**src/rtl/pc_sequencer.sv**
```systemverilog
// -----------------------------------------------------------------------------
// pc_sequencer
//   Multi-cycle control FSM for the program counter and instruction fetch path.
//   Fetches one instruction at a time over a req/gnt/rvalid handshake, decodes
//   the opcode class in EXEC and drives the pc enable / next-PC selects, waits
//   on the LSU for loads/stores, and sequences traps (exceptions, interrupts)
//   and MRET.
//
//   Ports
//     clk_i, rst_ni          clock (rising edge), async active-low reset
//     imem_req_o/gnt_i       fetch request at current PC / request accepted
//     imem_rvalid_i/rdata_i  fetch response
//     instr_o/instr_valid_o  instruction register and its valid flag
//     branch_taken_i         ALU branch compare result
//     lsu_req_o/lsu_done_i   load/store in progress / complete
//     irq_i, irq_en_i        external interrupt pending / mstatus.MIE
//     rf_we_o                register-file write strobe
//     pc_en_o                pc update enable (all selects 0 -> PC+4)
//     pc_add_imm_o           next PC = PC + imm
//     pc_sel_alu_o           next PC = ALU result (JALR)
//     pc_sel_mtvec_o         next PC = mtvec
//     pc_sel_mepc_o          next PC = mepc
//     mepc_we_o, mcause_we_o CSR capture strobes
//     mcause_o               trap cause
// -----------------------------------------------------------------------------
module pc_sequencer #(
  parameter int unsigned FETCH_TIMEOUT = 255
) (
  input  logic        clk_i,
  input  logic        rst_ni,
  output logic        imem_req_o,
  input  logic        imem_gnt_i,
  input  logic        imem_rvalid_i,
  input  logic [31:0] imem_rdata_i,
  output logic [31:0] instr_o,
  output logic        instr_valid_o,
  input  logic        branch_taken_i,
  output logic        lsu_req_o,
  input  logic        lsu_done_i,
  input  logic        irq_i,
  input  logic        irq_en_i,
  output logic        rf_we_o,
  output logic        pc_en_o,
  output logic        pc_add_imm_o,
  output logic        pc_sel_alu_o,
  output logic        pc_sel_mtvec_o,
  output logic        pc_sel_mepc_o,
  output logic        mepc_we_o,
  output logic        mcause_we_o,
  output logic [31:0] mcause_o
);

  localparam int unsigned CW = $clog2(FETCH_TIMEOUT + 1);
  localparam logic [CW-1:0] CNT_LAST = CW'(FETCH_TIMEOUT - 1);

  localparam logic [6:0] OPC_OP     = 7'b0110011;
  localparam logic [6:0] OPC_OPIMM  = 7'b0010011;
  localparam logic [6:0] OPC_LUI    = 7'b0110111;
  localparam logic [6:0] OPC_AUIPC  = 7'b0010111;
  localparam logic [6:0] OPC_JAL    = 7'b1101111;
  localparam logic [6:0] OPC_JALR   = 7'b1100111;
  localparam logic [6:0] OPC_BRANCH = 7'b1100011;
  localparam logic [6:0] OPC_LOAD   = 7'b0000011;
  localparam logic [6:0] OPC_STORE  = 7'b0100011;
  localparam logic [6:0] OPC_SYSTEM = 7'b1110011;

  localparam logic [31:0] CAUSE_IFAULT  = 32'd1;
  localparam logic [31:0] CAUSE_ILLEGAL = 32'd2;
  localparam logic [31:0] CAUSE_EBREAK  = 32'd3;
  localparam logic [31:0] CAUSE_ECALL   = 32'd11;
  localparam logic [31:0] CAUSE_MEI     = 32'h8000000B;

  typedef enum logic [2:0] {
    S_FETCH,
    S_WAIT,
    S_EXEC,
    S_MEM,
    S_TRAP
  } state_t;

  state_t        r_state;
  logic [31:0]   r_instr;
  logic          r_instr_valid;
  logic [31:0]   r_mcause;
  logic [CW-1:0] r_cnt;

  state_t        w_state_nxt;
  logic [31:0]   w_instr_nxt;
  logic          w_valid_nxt;
  logic [31:0]   w_mcause_nxt;
  logic [CW-1:0] w_cnt_nxt;
  logic [6:0]    w_opc;

  assign w_opc         = r_instr[6:0];
  assign instr_o       = r_instr;
  assign instr_valid_o = r_instr_valid;
  assign mcause_o      = r_mcause;

  always_comb begin
    w_state_nxt    = r_state;
    w_instr_nxt    = r_instr;
    w_valid_nxt    = r_instr_valid;
    w_mcause_nxt   = r_mcause;
    w_cnt_nxt      = r_cnt;
    imem_req_o     = 1'b0;
    lsu_req_o      = 1'b0;
    rf_we_o        = 1'b0;
    pc_en_o        = 1'b0;
    pc_add_imm_o   = 1'b0;
    pc_sel_alu_o   = 1'b0;
    pc_sel_mtvec_o = 1'b0;
    pc_sel_mepc_o  = 1'b0;
    mepc_we_o      = 1'b0;
    mcause_we_o    = 1'b0;

    unique case (r_state)
      S_FETCH: begin
        if (irq_i && irq_en_i) begin
          w_mcause_nxt = CAUSE_MEI;
          w_state_nxt  = S_TRAP;
        end else begin
          // FETCH is the reset state; qualify with rst_ni so the request is
          // not asserted while reset is still held.
          imem_req_o = rst_ni;
          if (imem_gnt_i) begin
            w_cnt_nxt   = '0;
            w_state_nxt = S_WAIT;
          end
        end
      end

      S_WAIT: begin
        if (imem_rvalid_i) begin
          w_instr_nxt = imem_rdata_i;
          w_valid_nxt = 1'b1;
          w_state_nxt = S_EXEC;
        end else if (r_cnt == CNT_LAST) begin
          w_mcause_nxt = CAUSE_IFAULT;
          w_state_nxt  = S_TRAP;
        end else begin
          w_cnt_nxt = r_cnt + CW'(1);
        end
      end

      S_EXEC: begin
        w_valid_nxt = 1'b0;
        w_state_nxt = S_FETCH;
        unique case (w_opc)
          OPC_OP, OPC_OPIMM, OPC_LUI, OPC_AUIPC: begin
            pc_en_o = 1'b1;
            rf_we_o = 1'b1;
          end
          OPC_JAL: begin
            pc_en_o      = 1'b1;
            pc_add_imm_o = 1'b1;
            rf_we_o      = 1'b1;
          end
          OPC_JALR: begin
            pc_en_o      = 1'b1;
            pc_sel_alu_o = 1'b1;
            rf_we_o      = 1'b1;
          end
          OPC_BRANCH: begin
            pc_en_o      = 1'b1;
            pc_add_imm_o = branch_taken_i;
          end
          OPC_LOAD, OPC_STORE: begin
            // Instruction stays valid while the LSU works on it.
            w_valid_nxt = 1'b1;
            w_state_nxt = S_MEM;
          end
          OPC_SYSTEM: begin
            if (r_instr[31:7] == 25'h0) begin
              w_mcause_nxt = CAUSE_ECALL;
              w_state_nxt  = S_TRAP;
            end else if (r_instr[31:7] == 25'h2000) begin
              w_mcause_nxt = CAUSE_EBREAK;
              w_state_nxt  = S_TRAP;
            end else if (r_instr == 32'h30200073) begin
              pc_en_o       = 1'b1;
              pc_sel_mepc_o = 1'b1;
            end else begin
              w_mcause_nxt = CAUSE_ILLEGAL;
              w_state_nxt  = S_TRAP;
            end
          end
          default: begin
            w_mcause_nxt = CAUSE_ILLEGAL;
            w_state_nxt  = S_TRAP;
          end
        endcase
      end

      S_MEM: begin
        lsu_req_o = 1'b1;
        if (lsu_done_i) begin
          pc_en_o     = 1'b1;
          rf_we_o     = (w_opc == OPC_LOAD);
          w_valid_nxt = 1'b0;
          w_state_nxt = S_FETCH;
        end
      end

      S_TRAP: begin
        mepc_we_o      = 1'b1;
        mcause_we_o    = 1'b1;
        pc_en_o        = 1'b1;
        pc_sel_mtvec_o = 1'b1;
        w_state_nxt    = S_FETCH;
      end

      default: begin
        w_state_nxt = S_FETCH;
      end
    endcase
  end

  always_ff @(posedge clk_i or negedge rst_ni) begin
    if (!rst_ni) begin
      r_state       <= S_FETCH;
      r_instr       <= '0;
      r_instr_valid <= 1'b0;
      r_mcause      <= '0;
      r_cnt         <= '0;
    end else begin
      r_state       <= w_state_nxt;
      r_instr       <= w_instr_nxt;
      r_instr_valid <= w_valid_nxt;
      r_mcause      <= w_mcause_nxt;
      r_cnt         <= w_cnt_nxt;
    end
  end

endmodule

```
**config.mk**
```make
export PLATFORM = sky130hd
export DESIGN_NAME = pc_sequencer
export DESIGN_NICKNAME = d
export VERILOG_FILES = /design/src/rtl/pc_sequencer.sv
export SDC_FILE = /design/constraint.sdc
export NUM_CORES = 1
export LEC_CHECK = 0
export CAP_MARGIN = 40
export CELL_PAD_IN_SITES_DETAIL_PLACEMENT = 0
export CELL_PAD_IN_SITES_GLOBAL_PLACEMENT = 1
export CORE_ASPECT_RATIO = 2
export CORE_MARGIN = 5
export CORE_UTILIZATION = 34
export CTS_CLUSTER_DIAMETER = 200
export CTS_CLUSTER_SIZE = 8
export DETAILED_ROUTE_END_ITERATION = 12
export GPL_TIMING_DRIVEN = 0
export PLACE_DENSITY_LB_ADDON = 0.1
export SKIP_CTS_REPAIR_TIMING = 1
export SLEW_MARGIN = 20
export SYNTH_ARGS = -nofsm -noshare
export SYNTH_HDL_FRONTEND = slang
export SYNTH_SLANG_ARGS = --single-unit
```
**constraint.sdc**
```tcl
create_clock -name clk_i -period 6.55 [get_ports clk_i]
set_clock_uncertainty 0.15 [all_clocks]
set_input_delay 0.655 -clock clk_i [delete_from_list [all_inputs] [get_ports clk_i]]
set_output_delay 0.655 -clock clk_i [all_outputs]
set_load 0.03 [all_outputs]
```
==> impl_metrics.env <==
export IMPL_outcome="complete, no violations"
export IMPL_drt_total_wl_mm=6.35
export IMPL_vdd_drop_max_v=0.000295
export IMPL_routabilityCongestion=0.790
export IMPL_clkTransAtPathRegs_ns=0.06
export IMPL_dr_pass1_iters=5
export IMPL_gr_usage_all_layers=0.137
export IMPL_max_freq_mhz=276
export IMPL_portBuffers=86
export IMPL_period_share=0.554
export IMPL_avgViaCountPerCell=4.55
export IMPL_rsz0062_at_grt="false"
export IMPL_htreeDepth=2
export IMPL_numCtsBuffers=5
export IMPL_postPlaceCellArea_mm2=0.00369
export IMPL_dp_hpwl_mm=5.05
export IMPL_crit_path_start_kind="flip-flop"
export IMPL_syn_to_final_growth_pct=50.1
export IMPL_synth_edf_count=0
export IMPL_synth_area_top_cells="dfrtp_1 (47%), mux2_2 (14%), buf_4 (8.8%), nand2_1 (2.0%), o21ai_0 (2.0%)"
export IMPL_syn_area_mm2=0.00257
export IMPL_design_area_mm2=0.00385
export IMPL_core_area_mm2=0.00749
export IMPL_layout_drive_gt1_share=0.228
export IMPL_crit_type="flip-flop to primary output"
export IMPL_ys_types=45
export IMPL_yosys_area_top_type_share=0.468
export IMPL_setup_viol=0
export IMPL_synth_most_common_cell="dfrtp_1"
export IMPL_rows=45
export IMPL_drt_iter0_drc=64
export IMPL_grt_max_degree=31
export IMPL_yosysWarningCount=0
export IMPL_holdCritPathClass="primary input to async pin"
export IMPL_fin_tns_setup_ns=0
export IMPL_antenna_found_initial=0
export IMPL_n_antenna_cell=0
export IMPL_ys_ff_latch=48
export IMPL_die_w_um=71.4
export IMPL_yosysTopAreaCell="dfrtp_1"
export IMPL_power_density_mw_per_mm2=461
export IMPL_synthFlopType="dfrtp_1"
export IMPL_grt_pass1_wl_mm=10.3
export IMPL_critical_path_arrival_ns=2.82
export IMPL_worstPathMaxFanout=3
export IMPL_dieArea_mm2=0.00949
export IMPL_first_global_vias=2065
export IMPL_fp_dieH_um=133
export IMPL_synthTopCellsByCount="dfrtp_1 (48), mux2_2 (31), buf_4 (30), nand2_1 (14), nor2_1 (12)"
export IMPL_cts_max_path_buffers=2
export IMPL_period_needed_ns=3.63
export IMPL_slew_violations=0
export IMPL_vias=2062
export IMPL_yosysSeqAreaShare=0.468
export IMPL_n_fill_cell=705
export IMPL_crit_required_ns=5.74
export IMPL_max_cap_viol_count=0
export IMPL_insertion_delay_ns=0.28
export IMPL_cts_root_buf="clkbuf_16"
export IMPL_cts_tree="built"
export IMPL_syn_area_per_cell_um2=10.9
export IMPL_nets=400
export IMPL_cp_end_kind="primary output"
export IMPL_leakagePower_uw=0.00164
export IMPL_wl_per_cell_um=14.0
export IMPL_hold_violations=0
export IMPL_initial_core_util=0.343
export IMPL_cts_sinks=48
export IMPL_synth_cells=236
export IMPL_async_flop_share=1.00
export IMPL_io_pins=115
export IMPL_drcViolationCount=0
export IMPL_ant_nets=0
export IMPL_overflow=0
[final timing paths]
kind / start / endpoint / slack (ns) / cells past startpoint
setup / recovery: instr_o[22] / pc_en_o / 2.92 / 6
hold / removal: rst_ni / instr_valid_o / 0.01 / 1
setup reg to reg: r_state[1] / instr_o[27] / 4.04 / 6
hold reg to reg: instr_valid_o / instr_valid_o / 0.34 / 1
max in group asynchronous: rst_ni / instr_o[21] / 5.70 / 3
min in group clk_i: instr_valid_o / instr_valid_o / 0.34 / 1
[layout by cell type (no fill, tap or decap), drive strengths merged, types with 5 or more instances in the layout]
master / count
mux2: 34
dfrtp: 48
nand3: 5
clkdlybuf4s50: 85
nor3b: 5
nor2: 12
nor3: 6
nand2: 14
conb: 28
buf: 36
o21ai: 14
inv: 5
clkbuf: 12
a21oi: 5
[cell families (layout without fill, tap and decap cells)]
family,Yosys count,count (layout),share of synthesized area
muxes,36,36,0.161
AOI/OAI and AO/OA,29,29,0.0746
DFF,48,48,0.468
xor gates and xnor gates,3,3,0.0102
buffers and inverters,44,140,0.110
and+or+nand+nor,73,73,0.165
adders and majority gates,2,2,0.00975
other,1,28,0.00146
[registers in the layout, summed over array words and instances, names as in the netlist]
register       count
r_cnt              8
instr_o           32
instr_valid_o      1
mcause_o           4
r_state            3
[routing by layer]
layer	GRT usage	wire length, um	up-vias
met2	0.230	3250	66
met3	0.0418	465	7
li1	-	-	1026
met5	0	0	-
met1	0.164	2530	963
met4	0.0439	98	0
[area by class of cell]
class                      instances  area, um2  area share
tap                               94        118      0.0305
clock buffer                       6        129      0.0335
multi-input combinational        171       1180       0.308
timing repair buffer              88        903       0.234
inverter                           5       18.8     0.00487
clock inverter                     2       35.0     0.00909
sequential                        48       1200       0.312
buffer                            39        263      0.0682
[worst max-delay path: stages (launching register included)]
cell,delay [ns]
dfrtp_1,0.39
or4_4,0.56
or4_4,0.45
o31ai_4,0.23
nor2_1,0.07
o21bai_1,0.15
clkdlybuf4s50_1,0.68
[stage by stage]
stage          setup WS, ns  total power [uW]  cells  hold WS [ns]   util
2_1_floorplan          3.27              1120    263         0.209      -
3_3_place_gp           1.91              1490    443         0.326  0.487
3_5_place_dp           3.21              1510    445         0.313  0.493
4_1_cts                2.89              1800    453       0.00641  0.514
5_1_grt                2.82              1880    453       0.00988  0.514
6_report               2.92              1780    453        0.0133  0.514
[power by group]
group          internal, uW  leakage, uW  total, uW  switching, uW
sequential              424     0.000582        541            117
clock                   179    0.0000808        282            102
combinational           441     0.000976        952            511
No activity file was read; power rests on OpenSTA's default activity.
==> RTL edit: new RTL, same flow settings <==
Make the reset (`rst_ni`) synchronous in one clocked block. Comments in the files are not updated.
--- a/src/rtl/pc_sequencer.sv
+++ b/src/rtl/pc_sequencer.sv
@@ -217,3 +217,3 @@
 
-  always_ff @(posedge clk_i or negedge rst_ni) begin
+  always_ff @(posedge clk_i) begin
     if (!rst_ni) begin
Behaviour: differs if rst_ni is asserted again (counterexample within 4 cycles, from zero or initial values and one cycle with rst_ni low); with rst_ni held inactive, the same outputs for 4 cycles.
==> RTL edit against the unedited design <==
  * Sequential cell count unchanged
  * Wire length up 17%
  * Setup slack worse by 110 ps
  * Area after synthesis down 1.4%
  * Final area down 2.1%
  * Hold slack better by 320 ps
  * Utilization up 0.45 points
  * Highest routed layer unchanged
Power is not compared: it rests on default switching activity, and its combinational part moved more than twofold at a synthesized area within 25%.
==> RTL edit: results (changes against the unedited design) <==
Placement
  • HPWL after DPL: 5940 um (+18%)
  • Placed Area: 3610 um2 (-2.2%)
  • Gp weighted congestion: 0.762 (-3.6%)
  • Placement Setup Slack: 3100 ps (-108 ps)
  • DP Cell Count: 520 (+17%)

Global routing
  • Vias in the first global route: 2456 (+19%)
  • Met3 Use GR: 0.0374 (-0.00442)
  • Largest net degree at the start of global routing: 15 (-52%)
  • Grt met1 use: 0.167 (+0.00288)
  • First-pass GRT wire length: 12000 um (+16%)

Route
  • Vias/cell: 4.59 (+0.73%)
  • First DRT Iteration DRCs: 140 (+120%)
  • First-pass DRT Iterations: 4 (-1)

Logic synthesis
  • XOR/XNOR share of the synthesized area: 0.0242 (+0.0140)
  • Synth top area cells: dfxtp_1 38%, nand2_1 11%, a21boi_0 9.5%
  • Sequential area share after synthesis: 0.380 (-0.0882)
  • Compound-Gate Fraction of Synth Area: 0.187 (+0.112)
  • Mux cell area share after synthesis: 0.00396 (-0.157)
  • Adder-cell share of the synthesized area: 0.00989 (+0.000140)
  • Synth Flop Type: dfxtp_1
  • Cell count after synthesis: 315 (+33%)
  • Fraction of registers with async set/reset: 0 (-1.00)
  • Synth cell types: 51 (+13%)
  • Post-synth top cells: 77 x nand2_1, 48 x dfxtp_1, 32 x a21boi_0

Worst hold path
  • Hold Crit Class: reg -> reg

Cells and area
  • Share of layout cells above drive strength 1: 0.103 (-0.125)
  • Layout filler cell count: 735 (+4.3%)
  • Nets: 477 (+19%)
  • Post-Layout Cell Count: 528 (+17%)

Critical path
  • Maximum fanout along the worst path: 4 (+1)

Status
  • Status: complete, no violations
-- RTL edit: final timing paths --
check | start | to | slack (ps)
hold / removal | instr_o[7]$_SDFFE_PN0P_ | instr_o[7]$_SDFFE_PN0P_ | 330
hold reg to reg | instr_o[7]$_SDFFE_PN0P_ | instr_o[7]$_SDFFE_PN0P_ | 330
setup reg to reg | instr_o[4]$_SDFFE_PN0P_ | mcause_o[3]$_SDFFE_PN0P_ | 4140
setup / recovery | instr_o[26]$_SDFFE_PN0P_ | pc_en_o | 2810
-- RTL edit: final cells by class --
class | count | area, um2 | area share
Buffer | 47 | 290 | 0.0770
Tap cell | 92 | 115 | 0.0305
Multi-Input combinational cell | 243 | 1370 | 0.362
Timing Repair Buffer | 86 | 861 | 0.228
Inverter | 4 | 15.0 | 0.00398
Clock buffer | 6 | 129 | 0.0342
Sequential cell | 48 | 961 | 0.255
Clock inverter | 2 | 35.0 | 0.00929
